## src/rtl/mem_stage_sram_ctrl.sv

```systemverilog
// mem_stage_sram_ctrl: MEM stage driving a 16-bit async SRAM as two half-word accesses with wait states.
// Revision: 1.0
`default_nettype none

module mem_stage_sram_ctrl #(
  parameter int          WAIT_CYCLES = 5,
  parameter logic [31:0] ADDR_BASE   = 32'd1024
) (
  input  logic        clk,
  input  logic        rst,
  input  logic        wbEnIn,
  input  logic        memREnIn,
  input  logic        memWEnIn,
  input  logic [31:0] aluResIn,
  input  logic [31:0] valRmIn,
  input  logic [3:0]  destIn,
  input  logic [31:0] instruction_in,
  output logic        wbEnOut,
  output logic        memREnOut,
  output logic [31:0] aluResOut,
  output logic [3:0]  destOut,
  output logic [31:0] instruction_out,
  output logic [31:0] memDataOut,
  output logic        ready,
  output logic [16:0] sram_addr,
  output logic [15:0] sram_dq_out,
  input  logic [15:0] sram_dq_in,
  output logic        sram_dq_oe,
  output logic        sram_we_n
);

  typedef enum logic [2:0] {
    S_IDLE  = 3'd0,
    S_RD_LO = 3'd1,
    S_RD_HI = 3'd2,
    S_WR_LO = 3'd3,
    S_WR_HI = 3'd4,
    S_DONE  = 3'd5
  } state_t;

  localparam logic [3:0] CNT_LAST = 4'(WAIT_CYCLES - 1);

  state_t      state_q, state_d;
  logic [3:0]  cnt_q, cnt_d;
  logic [31:0] mem_data_q, mem_data_d;

  logic        req;
  logic        hi;
  logic        borrow;
  logic [15:0] word_addr;

  assign req = memREnIn | memWEnIn;

  // Bits [17:2] of (aluResIn - ADDR_BASE), with the borrow out of the dropped low two bits.
  assign borrow    = (aluResIn[1:0] < ADDR_BASE[1:0]);
  assign word_addr = aluResIn[17:2] - ADDR_BASE[17:2] - {15'd0, borrow};

  assign hi        = (state_q == S_RD_HI) || (state_q == S_WR_HI);
  assign sram_addr = {word_addr, hi};

  assign wbEnOut         = wbEnIn;
  assign memREnOut       = memREnIn;
  assign aluResOut       = aluResIn;
  assign destOut         = destIn;
  assign instruction_out = instruction_in;
  assign memDataOut      = mem_data_q;

  assign ready = ((state_q == S_IDLE) && !req) || (state_q == S_DONE);

  always_comb begin
    sram_we_n   = 1'b1;
    sram_dq_oe  = 1'b0;
    sram_dq_out = 16'd0;
    if (state_q == S_WR_LO) begin
      sram_we_n   = 1'b0;
      sram_dq_oe  = 1'b1;
      sram_dq_out = valRmIn[15:0];
    end else if (state_q == S_WR_HI) begin
      sram_we_n   = 1'b0;
      sram_dq_oe  = 1'b1;
      sram_dq_out = valRmIn[31:16];
    end
  end

  always_comb begin
    state_d    = state_q;
    cnt_d      = cnt_q;
    mem_data_d = mem_data_q;
    case (state_q)
      S_IDLE: begin
        if (req) begin
          state_d = memREnIn ? S_RD_LO : S_WR_LO;
          cnt_d   = 4'd0;
        end
      end
      S_RD_LO, S_RD_HI, S_WR_LO, S_WR_HI: begin
        if (cnt_q == CNT_LAST) begin
          cnt_d = 4'd0;
          case (state_q)
            S_RD_LO: begin
              mem_data_d[15:0] = sram_dq_in;
              state_d          = S_RD_HI;
            end
            S_RD_HI: begin
              mem_data_d[31:16] = sram_dq_in;
              state_d           = S_DONE;
            end
            S_WR_LO: state_d = S_WR_HI;
            default: state_d = S_DONE;
          endcase
        end else begin
          cnt_d = cnt_q + 4'd1;
        end
      end
      // Upstream still presents the completing instruction here, so req must be ignored.
      S_DONE:  state_d = S_IDLE;
      default: state_d = S_IDLE;
    endcase
  end

  always_ff @(posedge clk or negedge rst) begin
    if (!rst) begin
      state_q    <= S_IDLE;
      cnt_q      <= 4'd0;
      mem_data_q <= 32'd0;
    end else begin
      state_q    <= state_d;
      cnt_q      <= cnt_d;
      mem_data_q <= mem_data_d;
    end
  end

endmodule

`default_nettype wire

```

## config.mk

```make
export PLATFORM = sky130hd
export DESIGN_NAME = mem_stage_sram_ctrl
export DESIGN_NICKNAME = d
export VERILOG_FILES = /design/src/rtl/mem_stage_sram_ctrl.sv
export SDC_FILE = /design/constraint.sdc
export NUM_CORES = 1
export LEC_CHECK = 0
export BUFFER_PORTS_ARGS = -buffer_cell sky130_fd_sc_hd__buf_2
export CAP_MARGIN = 10
export CORE_MARGIN = 5
export CORE_UTILIZATION = 35
export DETAILED_ROUTE_END_ITERATION = 10
export MAX_ROUTING_LAYER = met4
export PLACE_DENSITY = 0.79
export SETUP_SLACK_MARGIN = 0.4
export SYNTH_ARGS = -nofsm -noshare
export SYNTH_HDL_FRONTEND = slang
export SYNTH_SLANG_ARGS = --single-unit
```

## constraint.sdc

```tcl
create_clock -name clk -period 2.1 [get_ports clk]
set_clock_uncertainty 0.15 [all_clocks]
set_input_delay 0.315 -clock clk [delete_from_list [all_inputs] [get_ports clk]]
set_output_delay 0.315 -clock clk [all_outputs]
set_load 0.05 [all_outputs]
```

==> metrics, run 1 <==
post-synthesis sequential element count=39; worst slew margin relative to its limit=67.9%; total number of vias=2809; Critical Path Source Type=input pin; DR vias/cell=5.04; number of DRC markers in iteration 0=57; Inserted Diodes=0; Max stage delay cell, worst path=sky130_fd_sc_hd__a221o_1; sequential fraction of the synthesis area=32.2%; initial antenna violation count=0; initial cell density of the core=35.3%; total of max-cap violations=0; number of global-route vias before repair=2955; HP Class=in2reg; post-detailed-route DRC marker count=0; delay contributed by the slowest stage of the critical path=0.39 ns; number of standard cells in the layout, taps in and fillers out=557; kind of critical path=in2out; maximum clock insertion buffer count=2; instance count along the most critical hold path=2; Pwr per Cell Area=1300 nW/um2; violated checks=negative setup slack; launching element of the worst setup path=aluResIn[9]; Clock Latency Late Sink=0.29 ns; number of enable-type register cells in the synthesized netlist=0; Max rail drop VDD=0.553 mV; overall routed net length=10700 um; wire length of the first global-routing pass=15000 um; number of buffers created by CTS=5; routed length per placed instance=19.2 um; most numerous cell types in the synthesized netlist=sky130_fd_sc_hd__buf_4 (73), sky130_fd_sc_hd__dfrtp_1 (39), sky130_fd_sc_hd__mux2_2 (22); worst slack at placement=-0.585 ns; endpoint class of the critical path=output pin; count of final max-slew check failures=0; area of the die=10600 um2; Overflow after GRT=0; leakage power=2.67 nW; synthesized area=3030 um2; share of synthesized registers carrying an async set or reset=100%; IO Count=259; Synth top area share=32.2%; clock-pin slew on the worst setup and hold paths=0.07 ns; Final Cycle Share=120%; mean post-synth cell area=10.2 um2; Rows=34; maximum number of pins on one net before global-route repair=40; Endpoint, Worst Hold=memDataOut[17]$_DFFE_PN0P_; Post-Synthesis Net Count=429; Final Cell Area=5410 um2; standard cell area after detailed placement=4250 um2; Mapped Cells=298; total core area=8590 um2; PortBufs=149; maximum net fanout on the critical path=3; WP data required=1.63 ns; post-route core utilization=63.0%; dominant cell type by area after synthesis=sky130_fd_sc_hd__dfrtp_1; H-tree lvl count=2; fraction of layout cells with a size suffix above 1=81.1%; final worst slack=-0.424 ns; startpoint of the lowest-slack register-to-register path=state_q[2]$_DFFE_PN0P_; chip height=103 um; area added between synthesis and finish=78.7%; CTS tree=done; critical-path cell list=buf_12 -> inv_12 -> ha_4 -> a21o_1 -> a221o_1 -> buf_6 -> nor4b_4 -> buf_4 -> xor2_4 -> buf_6; count of warnings emitted by yosys=0; fin nets=579; overall power of the completed layout=0.00704 W; terminus of the critical flop-to-flop path=memDataOut[7]$_DFFE_PN0P_; critical hold path startpoint=sram_dq_in[1]; overall die width=103 um; register-to-register setup slack=0.09 ns; dominant register cell in the synthesized netlist=sky130_fd_sc_hd__dfrtp_1; Final Setup Violations=10; Total GRT Usage=18.5%; data arrival time of the critical path=2.06 ns; Final Hold Viols=0; synth top area cells=sky130_fd_sc_hd__dfrtp_1 (32%), sky130_fd_sc_hd__buf_4 (18%), sky130_fd_sc_hd__mux2_2 (8.2%), sky130_fd_sc_hd__mux2_4 (5.0%), sky130_fd_sc_hd__a22o_1 (4.6%); Netlist cell types=53; sink count of the clock tree=39; number of cells after detailed placement=512; result of the run=finished, violations left; GPL Wtd Cong=0.781; Post-DRT Antenna Nets=0; highest clock frequency the design can meet=396 MHz; dominant cell type by count on the critical path=sky130_fd_sc_hd__buf_6; first drt pass iteration count=4; shortest period the worst path allows=2.52 ns; clock root buffer master=sky130_fd_sc_hd__clkbuf_8; RSZ-0062 raised after global routing=true; transition time of the tightest slew-check pin=0.481 ns; cells on worst reg2reg path=6; detailed placer's ending HPWL=6720 um; leading cell type by number of instances after synthesis=sky130_fd_sc_hd__buf_4
-- critical path, delay by kind of cell --
family / cells / cell delay (ns)
buffers and inverters: 5 / 0.66
AND/OR/NAND/NOR: 1 / 0.19
XOR/XNOR: 1 / 0.14
AO/OA/AOI/OAI: 2 / 0.56
adder cells (fa/ha/maj): 1 / 0.19
-- worst max path at each step --
stage	to	slack, ns
finish	sram_addr[16]	-0.42
global route	sram_addr[16]	-0.48
CTS	sram_addr[12]	-0.39
detailed placement	sram_addr[10]	-0.59
global placement	sram_addr[10]	-0.55
floorplan	sram_addr[16]	-0.40
-- per-stage QoR --
| stage | hold WS (ns) | setup TNS [ns] |
|---|---|---|
| floorplan | -0.131 | -2.21 |
| global placement | 0.237 | -3.98 |
| detailed placement | 0.248 | -4.24 |
| CTS | 0.116 | -2.50 |
| global route | 0.114 | -3.29 |
| finish | 0.123 | -2.37 |
-- final cells by class --
type / instances / area, um2
clock inverters: 2 / 60.1
repair buffers: 230 / 1950
fillers: 628 / 3180
clock buffers: 6 / 72.6
inverters: 12 / 78.8
well taps: 108 / 135
flip-flops and latches: 39 / 980
multi-input cells: 160 / 2130
-- cells in the final DEF, fill, tap and decap left out, types with 4 or more instances in the layout --
master and n:
sky130_fd_sc_hd__buf_2 107, sky130_fd_sc_hd__buf_4 49, sky130_fd_sc_hd__dfrtp_1 36, sky130_fd_sc_hd__buf_6 34, sky130_fd_sc_hd__mux2_4 32, sky130_fd_sc_hd__buf_8 27
sky130_fd_sc_hd__a22o_4 16, sky130_fd_sc_hd__ha_4 9, sky130_fd_sc_hd__buf_12 8, sky130_fd_sc_hd__xnor2_4 5, sky130_fd_sc_hd__nor2_4 5, sky130_fd_sc_hd__clkbuf_8 5
sky130_fd_sc_hd__inv_2 4, sky130_fd_sc_hd__nor2_1 4, sky130_fd_sc_hd__a21oi_2 4, sky130_fd_sc_hd__nor3_1 4, sky130_fd_sc_hd__nand2_1 4
-- sequential cells by signal, indices dropped and copies added (netlist names) --
register and flops:
state_q 3, cnt_q 4, memDataOut 32
-- routing by layer --
metal  share of wire, %  GRT usage, %  up-vias
met5                  0             -        -
met4                2.7          6.57        0
met3                7.1          4.74       42
met2                 56          33.1      156
met1                 34          19.6     1340
li1                   -             -     1271
-- cell families after synthesis --
kind of cell	Yosys count	synth area share, %
buf+inv	99	23.1
simple gates	53	10.7
compound gates	49	11.9
flops	39	32.2
mux	34	13.8
xor+xnor	13	3.76
fa+ha+maj	11	4.46
-- report_power, final --
group / switching (W) / internal, W
clock: 0.000262 / 0.000475
sequential: 0.000250 / 0.00108
combinational: 0.00286 / 0.00211
-- what timing repair did --
action                                  in CTS  in global routing
pin swaps                                   33                 28
gates resized for setup                    162                 32
endpoints found under the setup margin      70                 70
hold buffers                                 1                  0
cloned                                       4                  0
setup buffers                               22                 10
endpoints found under the hold margin       39                  0
Power figures use the tool's default switching activity.
==> inputs of run 2 (changes only) <==
--- a/config.mk
+++ b/config.mk
@@ -5,13 +5,14 @@
 export SDC_FILE = /design/constraint.sdc
 export NUM_CORES = 1
 export LEC_CHECK = 0
+export ABC_AREA = 1
 export BUFFER_PORTS_ARGS = -buffer_cell sky130_fd_sc_hd__buf_2
 export CAP_MARGIN = 10
-export CORE_MARGIN = 5
-export CORE_UTILIZATION = 35
+export CORE_AREA = 5 5 98 100
 export DETAILED_ROUTE_END_ITERATION = 10
+export DIE_AREA = 0 0 103 105
 export MAX_ROUTING_LAYER = met4
-export PLACE_DENSITY = 0.79
+export PLACE_DENSITY = 0.76
 export SETUP_SLACK_MARGIN = 0.4
 export SYNTH_ARGS = -nofsm -noshare
 export SYNTH_HDL_FRONTEND = slang
==> constraint.sdc (replaced) <==
create_clock -name clk -period 3.11 [get_ports clk]
set_clock_uncertainty 0.15 [all_clocks]
set_input_delay 0.4665 -clock clk [delete_from_list [all_inputs] [get_ports clk]]
set_output_delay 0.4665 -clock clk [all_outputs]
set_load 0.05 [all_outputs]
==> run 2 against run 1 <==
Combinational power shrank 54%. The run now ends clean. Worst setup slack gained 0.96 ns. Critical path depth is the same.
==> metrics, run 2 <==
result of the run=completed; chip height=105 um; number of cells after detailed placement=580; highest clock frequency the design can meet=389 MHz; endpoint class of the critical path=output pin; worst slack at placement=0.474 ns; HP Class=in2async; number of DRC markers in iteration 0=141; Resize count post-CTS=0; family with the most delay on the worst path=simple AND/OR/NAND/NOR gates; transition time of the tightest slew-check pin=0.854 ns; sequential fraction of the synthesis area=32.5%; post-route setup TNS=0 ns; leakage power=1.99 nW; synth top area cells=sky130_fd_sc_hd__dfrtp_1 (33%), sky130_fd_sc_hd__buf_4 (19%), sky130_fd_sc_hd__nand2_1 (12%), sky130_fd_sc_hd__inv_1 (6.8%), sky130_fd_sc_hd__a22o_1 (4.7%); shortest period the worst path allows=2.57 ns; H-tree lvl count=2; count of warnings emitted by yosys=0; GPL Wtd Cong=0.893; most common cell after layout, fill and taps aside=sky130_fd_sc_hd__buf_2; total core area=8590 um2; total number of vias=2755; area added between synthesis and finish=11.8%; IO Count=259; worst slew margin relative to its limit=43.1%; mean post-synth cell area=7.43 um2; dominant cell type by area after synthesis=sky130_fd_sc_hd__dfrtp_1; startpoint of the lowest-slack register-to-register path=cnt_q[0]$_DFFE_PN0P_; initial cell density of the core=34.9%; Final Setup Violations=0; hold buffer count at CTS=0; overall die width=103 um; post-synthesis sequential element count=39; cells on worst reg2reg path=6; wire length of the first global-routing pass=12100 um; Total GRT Usage=13.9%; total of max-cap violations=0; number of post-CTS setup repair buffers=0; Pwr per Cell Area=1030 nW/um2; Post-Synthesis Net Count=535; Max rail drop VDD=0.500 mV; Critical Path Source Type=input pin; PortBufs=149; clock root buffer master=sky130_fd_sc_hd__clkbuf_8; most numerous cell types in the synthesized netlist=sky130_fd_sc_hd__nand2_1 (98), sky130_fd_sc_hd__buf_4 (74), sky130_fd_sc_hd__inv_1 (54); first drt pass iteration count=5; terminus of the critical flop-to-flop path=memDataOut[22]$_DFFE_PN0P_; post-route core utilization=39.0%; maximum number of pins on one net before global-route repair=40; Post-DRT Antenna Nets=0; fraction of layout cells with a size suffix above 1=35.4%; number of buffers created by CTS=5; top library cells by usage in the layout, fill and taps aside=sky130_fd_sc_hd__buf_2 (148), sky130_fd_sc_hd__nand2_1 (98), sky130_fd_sc_hd__inv_1 (54); Final Cycle Share=82.6%; overall routed net length=7640 um; critical-path cell list=buf_2 -> inv_1 -> ha_1 -> nand2_1 -> nor3_1 -> nand2_1 -> nand2_1 -> nand2_1 -> nand2_1 -> buf_2; fin nets=610; Rows=34; final worst slack=0.541 ns; number of global-route vias before repair=2700; launching element of the worst setup path=aluResIn[9]; register-to-register setup slack=0.95 ns; routed length per placed instance=13.0 um; clock-pin slew on the worst setup and hold paths=0.07 ns; Max stage delay cell, worst path=sky130_fd_sc_hd__ha_1; DR vias/cell=4.70; count of final max-slew check failures=0; detailed placer's ending HPWL=6320 um; leading cell type by number of instances after synthesis=sky130_fd_sc_hd__nand2_1; number of enable-type register cells in the synthesized netlist=0; data arrival time of the critical path=1.95 ns; Largest register FFs=32; Inserted Diodes=0; initial antenna violation count=0; delay contributed by the slowest stage of the critical path=0.39 ns; number of standard cells in the layout, taps in and fillers out=586; maximum clock insertion buffer count=2; RSZ-0062 raised after global routing=false; maximum net fanout on the critical path=5; dominant register cell in the synthesized netlist=sky130_fd_sc_hd__dfrtp_1; Fill cells=922; WP data required=2.49 ns; Netlist cell types=26; Clock Latency Late Sink=0.28 ns; share of synthesized registers carrying an async set or reset=100%; Synth top area share=32.5%; cell depth of the worst setup path=10; synthesized area=3000 um2; dominant cell type by count on the critical path=sky130_fd_sc_hd__nand2_1; area of the die=10800 um2; Mapped Cells=404; CTS tree=done; kind of critical path=in2out; Overflow after GRT=0; Final Hold Viols=0; sink count of the clock tree=39; post-detailed-route DRC marker count=0; CP bufs+invs=3
[run 2: cell count changes in the layout (fill, tap and decap cells not counted), moves of 27 or more]
| cell | delta |
|---|---|
| sky130_fd_sc_hd__nand2_1 | +94 |
| sky130_fd_sc_hd__inv_1 | +52 |
| sky130_fd_sc_hd__buf_8 | -27 |
| sky130_fd_sc_hd__buf_4 | -49 |
| sky130_fd_sc_hd__buf_6 | -34 |
| sky130_fd_sc_hd__buf_2 | +41 |
| sky130_fd_sc_hd__mux2_4 | -32 |
[run 2: power by group]
group          internal [W]  switching (W)  total [W]
Clock              0.000149       0.000156   0.000305
Combinational      0.000522        0.00174    0.00227
Sequential         0.000737       0.000155   0.000891
Total               0.00141        0.00206    0.00346
[run 2: per-layer routing]
layer	wire length, um	global-route usage (%)	up-vias
met1	3080	16.4	1240
met2	3710	23.2	137
met3	688	3.13	23
li1	-	-	1355
met4	153	4.81	0
met5	0	-	-
[run 2: per-stage QoR]
stage | instance area (um2) | hold WS [ns] | power, W
2_1_floorplan | 3000 | 0.0209 | 0.00287
3_3_place_gp | 3280 | 0.315 | 0.00313
3_5_place_dp | 3280 | 0.323 | 0.00318
4_1_cts | 3350 | 0.173 | 0.00350
5_1_grt | 3350 | 0.211 | 0.00369
6_report | 3350 | 0.147 | 0.00346
[run 2: logic make-up after synthesis]
kind of cell | share of synthesized area [%]
adders and majority gates | 4.17
and+or+nand+nor | 21.5
AOI/OAI and AO/OA | 12.9
xor gates and xnor gates | 1.75
buffers and inverters | 27.2
DFF | 32.5
[run 2: layout make-up]
cell class | count | area (um2) | share of cell area (%)
multi-input combinational | 227 | 1210 | 36.0
sequential | 39 | 976 | 29.1
timing repair buffer | 149 | 748 | 22.3
inverter | 57 | 214 | 6.38
tap | 108 | 135 | 4.03
clock buffer | 6 | 72.6 | 2.16
[run 2: worst register-to-register path, stage by stage, from the launching register on]
cell and delay (ns):
sky130_fd_sc_hd__dfrtp_1 0.40, sky130_fd_sc_hd__inv_1 0.10, sky130_fd_sc_hd__ha_1 0.16, sky130_fd_sc_hd__nand3_2 0.10
sky130_fd_sc_hd__inv_1 0.11, sky130_fd_sc_hd__nand4_2 0.61, sky130_fd_sc_hd__o21ai_0 0.43
[run 2: worst max path at each step]
stage	end	slack [ns]
finish	sram_addr[11]	0.54
global route	sram_addr[11]	0.41
CTS	sram_addr[14]	0.47
detailed placement	sram_addr[14]	0.47
global placement	sram_addr[13]	0.53
floorplan	sram_dq_oe	0.52
